## src/rtl/her_responder_pkg.sv

```systemverilog
// Shared descriptor types and widths for the HER receive path.
// Feedback fields mirror the HER fields one-to-one.
package her_responder_pkg;

  localparam int C_MSGID_WIDTH = 10;
  localparam int C_ADDR_WIDTH  = 32;
  localparam int C_SIZE_WIDTH  = 32;

  typedef struct packed {
    logic [C_MSGID_WIDTH-1:0] msgid;
    logic [C_ADDR_WIDTH-1:0]  her_addr;
    logic [C_SIZE_WIDTH-1:0]  her_size;
  } her_descr_t;

  typedef struct packed {
    logic [C_MSGID_WIDTH-1:0] msgid;
    logic [C_ADDR_WIDTH-1:0]  pkt_addr;
    logic [C_SIZE_WIDTH-1:0]  pkt_size;
  } feedback_descr_t;

  function automatic feedback_descr_t to_feedback(her_descr_t d);
    feedback_descr_t f;
    f.msgid    = d.msgid;
    f.pkt_addr = d.her_addr;
    f.pkt_size = d.her_size;
    return f;
  endfunction

endpackage

```

## src/rtl/her_fifo.sv

```systemverilog
// Ingress FIFO for HER descriptors; pointers carry an extra wrap bit so
// full and empty are distinguishable without a separate count.
module her_fifo #(
  parameter int  DEPTH = 8,
  parameter type T     = logic
) (
  input  logic clk_i,
  input  logic rst_ni,
  input  logic push,
  input  logic pop,
  input  T     din,
  output T     dout,
  output logic full,
  output logic empty
);

  localparam int AW = $clog2(DEPTH);

  logic [AW:0] wptr_q, rptr_q;
  T            mem_q [DEPTH];
  logic        do_push, do_pop;

  assign empty   = (wptr_q == rptr_q);
  assign full    = (wptr_q[AW] != rptr_q[AW]) && (wptr_q[AW-1:0] == rptr_q[AW-1:0]);
  // Full blocks push even when a pop happens in the same cycle.
  assign do_push = push && !full;
  assign do_pop  = pop && !empty;
  assign dout    = mem_q[rptr_q[AW-1:0]];

  always_ff @(posedge clk_i or negedge rst_ni) begin
    if (!rst_ni) begin
      wptr_q <= '0;
      rptr_q <= '0;
    end else begin
      if (do_push) wptr_q <= wptr_q + 1'b1;
      if (do_pop)  rptr_q <= rptr_q + 1'b1;
    end
  end

  always_ff @(posedge clk_i) begin
    if (do_push) mem_q[wptr_q[AW-1:0]] <= din;
  end

endmodule

```

## src/rtl/her_responder.sv

```systemverilog
// Receives HERs, tags them with an in-flight slot for dispatch, and returns
// feedback on completion; idle once end-of-stream is seen and all work drains.
module her_responder
  import her_responder_pkg::*;
#(
  parameter int FIFO_DEPTH = 8,
  parameter int NUM_TAGS   = 16,
  parameter int TAG_W      = $clog2(NUM_TAGS)
) (
  input  logic            clk_i,
  input  logic            rst_ni,
  input  logic            her_valid_i,
  output logic            her_ready_o,
  input  her_descr_t      her_descr_i,
  input  logic            eos_i,
  output logic            task_valid_o,
  input  logic            task_ready_i,
  output her_descr_t      task_descr_o,
  output logic [TAG_W-1:0] task_tag_o,
  input  logic            done_valid_i,
  output logic            done_ready_o,
  input  logic [TAG_W-1:0] done_tag_i,
  output logic            feedback_valid_o,
  input  logic            feedback_ready_i,
  output feedback_descr_t feedback_o,
  output logic            idle_o,
  output logic            err_o,
  output logic [31:0]     pkts_in_o,
  output logic [31:0]     pkts_done_o
);

  logic            fifo_full, fifo_empty;
  her_descr_t      fifo_dout;
  logic            her_fire, task_fire, done_fire, done_hit, fb_fire;
  logic [NUM_TAGS-1:0] busy_q, alloc_mask, free_mask;
  logic [TAG_W-1:0]    alloc_tag;
  logic            any_free;
  feedback_descr_t slot_q [NUM_TAGS];
  feedback_descr_t fb_q;
  logic            fb_valid_q, eos_q, idle_q, err_q;
  logic [31:0]     pkts_in_q, pkts_done_q;

  // Gated by reset so the source sees not-ready while the block is held.
  assign her_ready_o = rst_ni && !fifo_full;
  assign her_fire    = her_valid_i && her_ready_o;

  her_fifo #(.DEPTH(FIFO_DEPTH), .T(her_descr_t)) u_fifo (
    .clk_i (clk_i),
    .rst_ni(rst_ni),
    .push  (her_fire),
    .pop   (task_fire),
    .din   (her_descr_i),
    .dout  (fifo_dout),
    .full  (fifo_full),
    .empty (fifo_empty)
  );

  always_comb begin
    alloc_tag = '0;
    any_free  = 1'b0;
    for (int i = NUM_TAGS - 1; i >= 0; i--) begin
      if (!busy_q[i]) begin
        alloc_tag = TAG_W'(i);
        any_free  = 1'b1;
      end
    end
  end

  assign task_valid_o = !fifo_empty && any_free;
  assign task_descr_o = fifo_dout;
  assign task_tag_o   = alloc_tag;
  assign task_fire    = task_valid_o && task_ready_i;

  assign done_ready_o = !fb_valid_q || feedback_ready_i;
  assign done_fire    = done_valid_i && done_ready_o;
  assign done_hit     = done_fire && busy_q[done_tag_i];
  assign fb_fire      = fb_valid_q && feedback_ready_i;

  // Alloc is chosen from busy_q, so it never collides with the freed bit.
  assign alloc_mask = task_fire ? (NUM_TAGS'(1) << alloc_tag) : '0;
  assign free_mask  = done_hit ? (NUM_TAGS'(1) << done_tag_i) : '0;

  always_ff @(posedge clk_i) begin
    if (task_fire) slot_q[alloc_tag] <= to_feedback(fifo_dout);
  end

  always_ff @(posedge clk_i or negedge rst_ni) begin
    if (!rst_ni) begin
      busy_q      <= '0;
      fb_valid_q  <= 1'b0;
      fb_q        <= '0;
      eos_q       <= 1'b0;
      idle_q      <= 1'b0;
      err_q       <= 1'b0;
      pkts_in_q   <= '0;
      pkts_done_q <= '0;
    end else begin
      busy_q <= (busy_q | alloc_mask) & ~free_mask;
      if (done_hit) begin
        fb_q       <= slot_q[done_tag_i];
        fb_valid_q <= 1'b1;
      end else if (fb_fire) begin
        fb_valid_q <= 1'b0;
      end
      if (done_fire && !busy_q[done_tag_i]) err_q <= 1'b1;
      if (eos_i) eos_q <= 1'b1;
      idle_q <= eos_q && fifo_empty && (busy_q == '0) && !fb_valid_q;
      if (her_fire) pkts_in_q   <= pkts_in_q + 32'd1;
      if (fb_fire)  pkts_done_q <= pkts_done_q + 32'd1;
    end
  end

  assign feedback_valid_o = fb_valid_q;
  assign feedback_o       = fb_q;
  assign idle_o           = idle_q;
  assign err_o            = err_q;
  assign pkts_in_o        = pkts_in_q;
  assign pkts_done_o      = pkts_done_q;

endmodule

```

## config.mk

```make
export PLATFORM = sky130hd
export DESIGN_NAME = her_responder
export DESIGN_NICKNAME = d
export VERILOG_FILES = /design/src/rtl/her_responder_pkg.sv /design/src/rtl/her_fifo.sv /design/src/rtl/her_responder.sv
export SDC_FILE = /design/constraint.sdc
export NUM_CORES = 2
export LEC_CHECK = 0
export CELL_PAD_IN_SITES_DETAIL_PLACEMENT = 1
export CELL_PAD_IN_SITES_GLOBAL_PLACEMENT = 1
export CORE_UTILIZATION = 50
export CTS_CLUSTER_DIAMETER = 40
export DETAILED_ROUTE_END_ITERATION = 7
export GPL_TIMING_DRIVEN = 1
export HOLD_SLACK_MARGIN = 0.05
export PLACE_DENSITY = 0.77
export SLEW_MARGIN = 20
export SYNTH_ARGS = -nofsm -noshare
export SYNTH_HDL_FRONTEND = slang
export SYNTH_SLANG_ARGS = --single-unit
export TNS_END_PERCENT = 10
```

## constraint.sdc

```tcl
create_clock -name clk_i -period 14 [get_ports clk_i]
set_clock_uncertainty 0.05 [all_clocks]
set_input_delay 2.8 -clock clk_i [delete_from_list [all_inputs] [get_ports clk_i]]
set_output_delay 2.8 -clock clk_i [all_outputs]
set_load 0.02 [all_outputs]
```

==> impl_metrics.env <==
export IMPL_status="complete, no violations"
export IMPL_cts_hold_buf=0
export IMPL_hold_viol=0
export IMPL_rrSetupSlack_ns=9.55
export IMPL_synth_edf_count=1776
export IMPL_die_x_um=386
export IMPL_r2r_end="slot_q[14][18]"
export IMPL_drtIter0Drc=3905
export IMPL_cp_required_ns=11.15
export IMPL_grt_overflow_total=0
export IMPL_cts_setup_buffers=0
export IMPL_min_path_type="register to register"
export IMPL_antenna_found_initial=12
export IMPL_slowest_stage="buf_4"
export IMPL_slew_violations=0
export IMPL_numCtsBuffers=213
export IMPL_synth_compound_area_share_pct=2.04
export IMPL_grt_pass1_vias=39000
export IMPL_synth_area_leaders="edfxtp_1 (72%), mux4_2 (14%), dfrtp_1 (5.6%)"
export IMPL_setup_worst_path_end="task_descr_o[29]"
export IMPL_clkTransAtPathRegs_ns=0.06
export IMPL_yosysTopAreaCellShare_pct=72.2
export IMPL_grtUsageMet2_pct=43.0
export IMPL_clock_path_buffers=3
export IMPL_initial_core_util_pct=50.6
export IMPL_cp_max_fo=44
export IMPL_dpl_cell_area_sq_um=79400
export IMPL_period_minus_slack_ns=7.97
export IMPL_min_period_over_period_pct=56.9
export IMPL_path_cells="buf_4 > buf_4 > mux4_2 > mux2_2 > clkdlybuf4s50_1"
export IMPL_crit_start="u_fifo.rptr_q[0]"
export IMPL_grt_max_degree=140
export IMPL_p_sw_share_pct=30.9
export IMPL_yosysWarnings=0
export IMPL_num_vias=36600
export IMPL_use_met1_pct=35.0
export IMPL_ys_ff_latch=1942
export IMPL_final_antenna_net_count=0
export IMPL_peakVddDrop_v=0.000156
export IMPL_cap_violations=0
export IMPL_crit_path_end_kind="primary output"
export IMPL_cts_sinks=1942
export IMPL_synth_xor_area_share_pct=0.877
export IMPL_synth_flop_cell="edfxtp_1"
export IMPL_drc_errors=0
export IMPL_clock_root_buffer="clkbuf_16"
export IMPL_synthMuxAreaShare_pct=16.2
export IMPL_final_nets=3801
export IMPL_via_per_inst=6.30
export IMPL_dr_pass1_iters=6
export IMPL_use_met3_pct=4.65
export IMPL_switching_power_uw=5850
export IMPL_cts_tree="yes"
export IMPL_cts_resized=0
export IMPL_async_reset_ff_share_pct=8.55
export IMPL_clkPwrFrac_pct=29.3
export IMPL_grt_pass1_wl_mm=274
export IMPL_gp_congestion=0.804
export IMPL_critical_path_class="register to primary output"
export IMPL_synth_fa_ha_area_share_pct=0.0678
export IMPL_p_int_uw=13000
export IMPL_power_density_nw_per_um2=219
export IMPL_htreeDepth=4
export IMPL_synth_top_family_by_area="multiplexers"
export IMPL_synth_simple_area_share_pct=1.87
export IMPL_drive_gt1_share_pct=27.0
export IMPL_critPathMaxStageDelay_ns=0.84
export IMPL_r2r_start="u_fifo.rptr_q[0]"
export IMPL_p_leak_uw=0.0283
export IMPL_finish_instance_area_sq_um=86400
export IMPL_tns_ns=0
export IMPL_syn_area_sq_um=73900
export IMPL_syn_inst=3275
export IMPL_syn_mean_instance_area_sq_um=22.6
export IMPL_place_hpwl_mm=106
export IMPL_rows=140
export IMPL_die_y_um=386
export IMPL_synth_seq_area_share_pct=77.8
export IMPL_utilization_pct=59.1
export IMPL_rsz0062_at_grt="false"
export IMPL_max_freq_mhz=125
export IMPL_clock_latency_ns=0.84
export IMPL_worstMarginPinSlew_ns=1.20
export IMPL_synth_top_cell_by_area="edfxtp_1"
export IMPL_grt_usage_pct=25.8
export IMPL_coreArea_sq_um=146000
export IMPL_die_area_sq_um=149000
export IMPL_portBuffers=306
export IMPL_rr_worst_depth=6
export IMPL_synth_distinct_cells=57
export IMPL_slew_headroom_pct=20.0
export IMPL_power_frac_comb_pct=25.0
export IMPL_cp_common_cell="buf_4"
export IMPL_seqPwrFrac_pct=45.7
export IMPL_start_kind="register"
export IMPL_wirelength_mm=191
export IMPL_setup_viol=0
export IMPL_grt_busiest_layer="met2"
export IMPL_syn_to_final_growth_pct=16.9
export IMPL_syn_nets=3364
export IMPL_boundaryPins=307
export IMPL_worstPathArrival_ns=5.12
export IMPL_wire_per_inst_um=32.8
## cell usage after synthesis (14+ instances only)
master    number
edfxtp_1    1776
mux4_2       447
nand4_1       24
nand2_1      107
dfrtp_1      166
clkbuf_1      84
mux2_4        49
buf_2         48
a22oi_1      148
nor3_1        30
buf_1         19
mux2_2       104
xor2_1        33
nand3_1       35
and3_1        14
inv_1         15
nor2_1        28
xnor2_1       41
## worst min-delay path by stage
stage | start | endpoint | slack (ns) | cells past startpoint
finish | eos_q | eos_q | 0.42 | 1
global route | pkts_done_o[31] | pkts_done_o[31] | 0.44 | 1
CTS | eos_q | eos_q | 0.42 | 1
detailed placement | eos_q | eos_q | 0.41 | 1
global placement | eos_q | eos_q | 0.40 | 1
floorplan | eos_q | eos_q | 0.38 | 1
## cell usage in the layout (no fill, tap or decap), types with 20 or more instances in the layout
master,instances
edfxtp_1,1776
mux4_2,447
clkdlybuf4s50_1,303
clkbuf_16,219
dfrtp_1,163
a22oi_1,148
nand2_1,107
mux2_2,104
buf_4,75
mux2_4,49
clkbuf_1,43
xnor2_1,41
nand3_1,35
xor2_1,33
clkinv_2,32
clkinv_1,25
nand4_1,24
nor2_1,23
nor3_1,20
## power groups by stage
stage	sequential [uW]	clock, uW	combinational, uW
final	8640	5540	4720
after global routing	8700	5780	4950
after CTS	8640	5600	4750
after detailed placement	8730	0	4710
after global placement	8640	0	4550
after floorplan	8720	0	2530
## per-stage QoR
stage | hold slack (ns) | std cells | total power, uW | worst slack (ns)
2_1_floorplan | 0.380 | 3275 | 11200 | 2.77
3_3_place_gp | 0.403 | 5414 | 13200 | 6.82
3_5_place_dp | 0.406 | 5414 | 13400 | 6.74
4_1_cts | 0.419 | 5809 | 19000 | 5.85
5_1_grt | 0.435 | 5812 | 19400 | 5.66
6_report | 0.418 | 5816 | 18900 | 6.03
## state kept, by name, indices dropped and copies added, names as in the netlist
signal	flops
pkts_done_o	32
slot_q	1184
busy_q	16
eos_q	1
idle_o	1
u_fifo.rptr_q	4
u_fifo.wptr_q	4
pkts_in_o	32
feedback_o	74
feedback_valid_o	1
u_fifo.mem_q	592
err_o	1
## routing by layer
metal | wire (um) | vias to the layer above
li1 | - | 14700
met1 | 75600 | 19900
met2 | 96300 | 1745
met3 | 13700 | 331
met4 | 5160 | 10
met5 | 71 | -
## cell type report
type,instances,area (sq um)
clock buffer,274,5810
fill,12200,59700
antenna,7,17.5
inverter,16,62.6
clock inverter,121,1160
timing repair buffer,383,3670
tap,1917,2400
sequential,1942,57500
multi-input combinational,1156,15700
## logic make-up after synthesis
family          count (synthesis)
buf+inv                       177
xor+xnor                       74
flops                        1942
simple gates                  283
fa+ha+maj                       4
mux                           601
compound gates                194
## worst max-delay path: cells and delay by family (launching register included)
family / cells / cell delay, ns
flip-flops: 1 / 0.81
buffers and inverters: 3 / 2.29
multiplexers: 2 / 1.04
(Power assumes the default switching activity.)
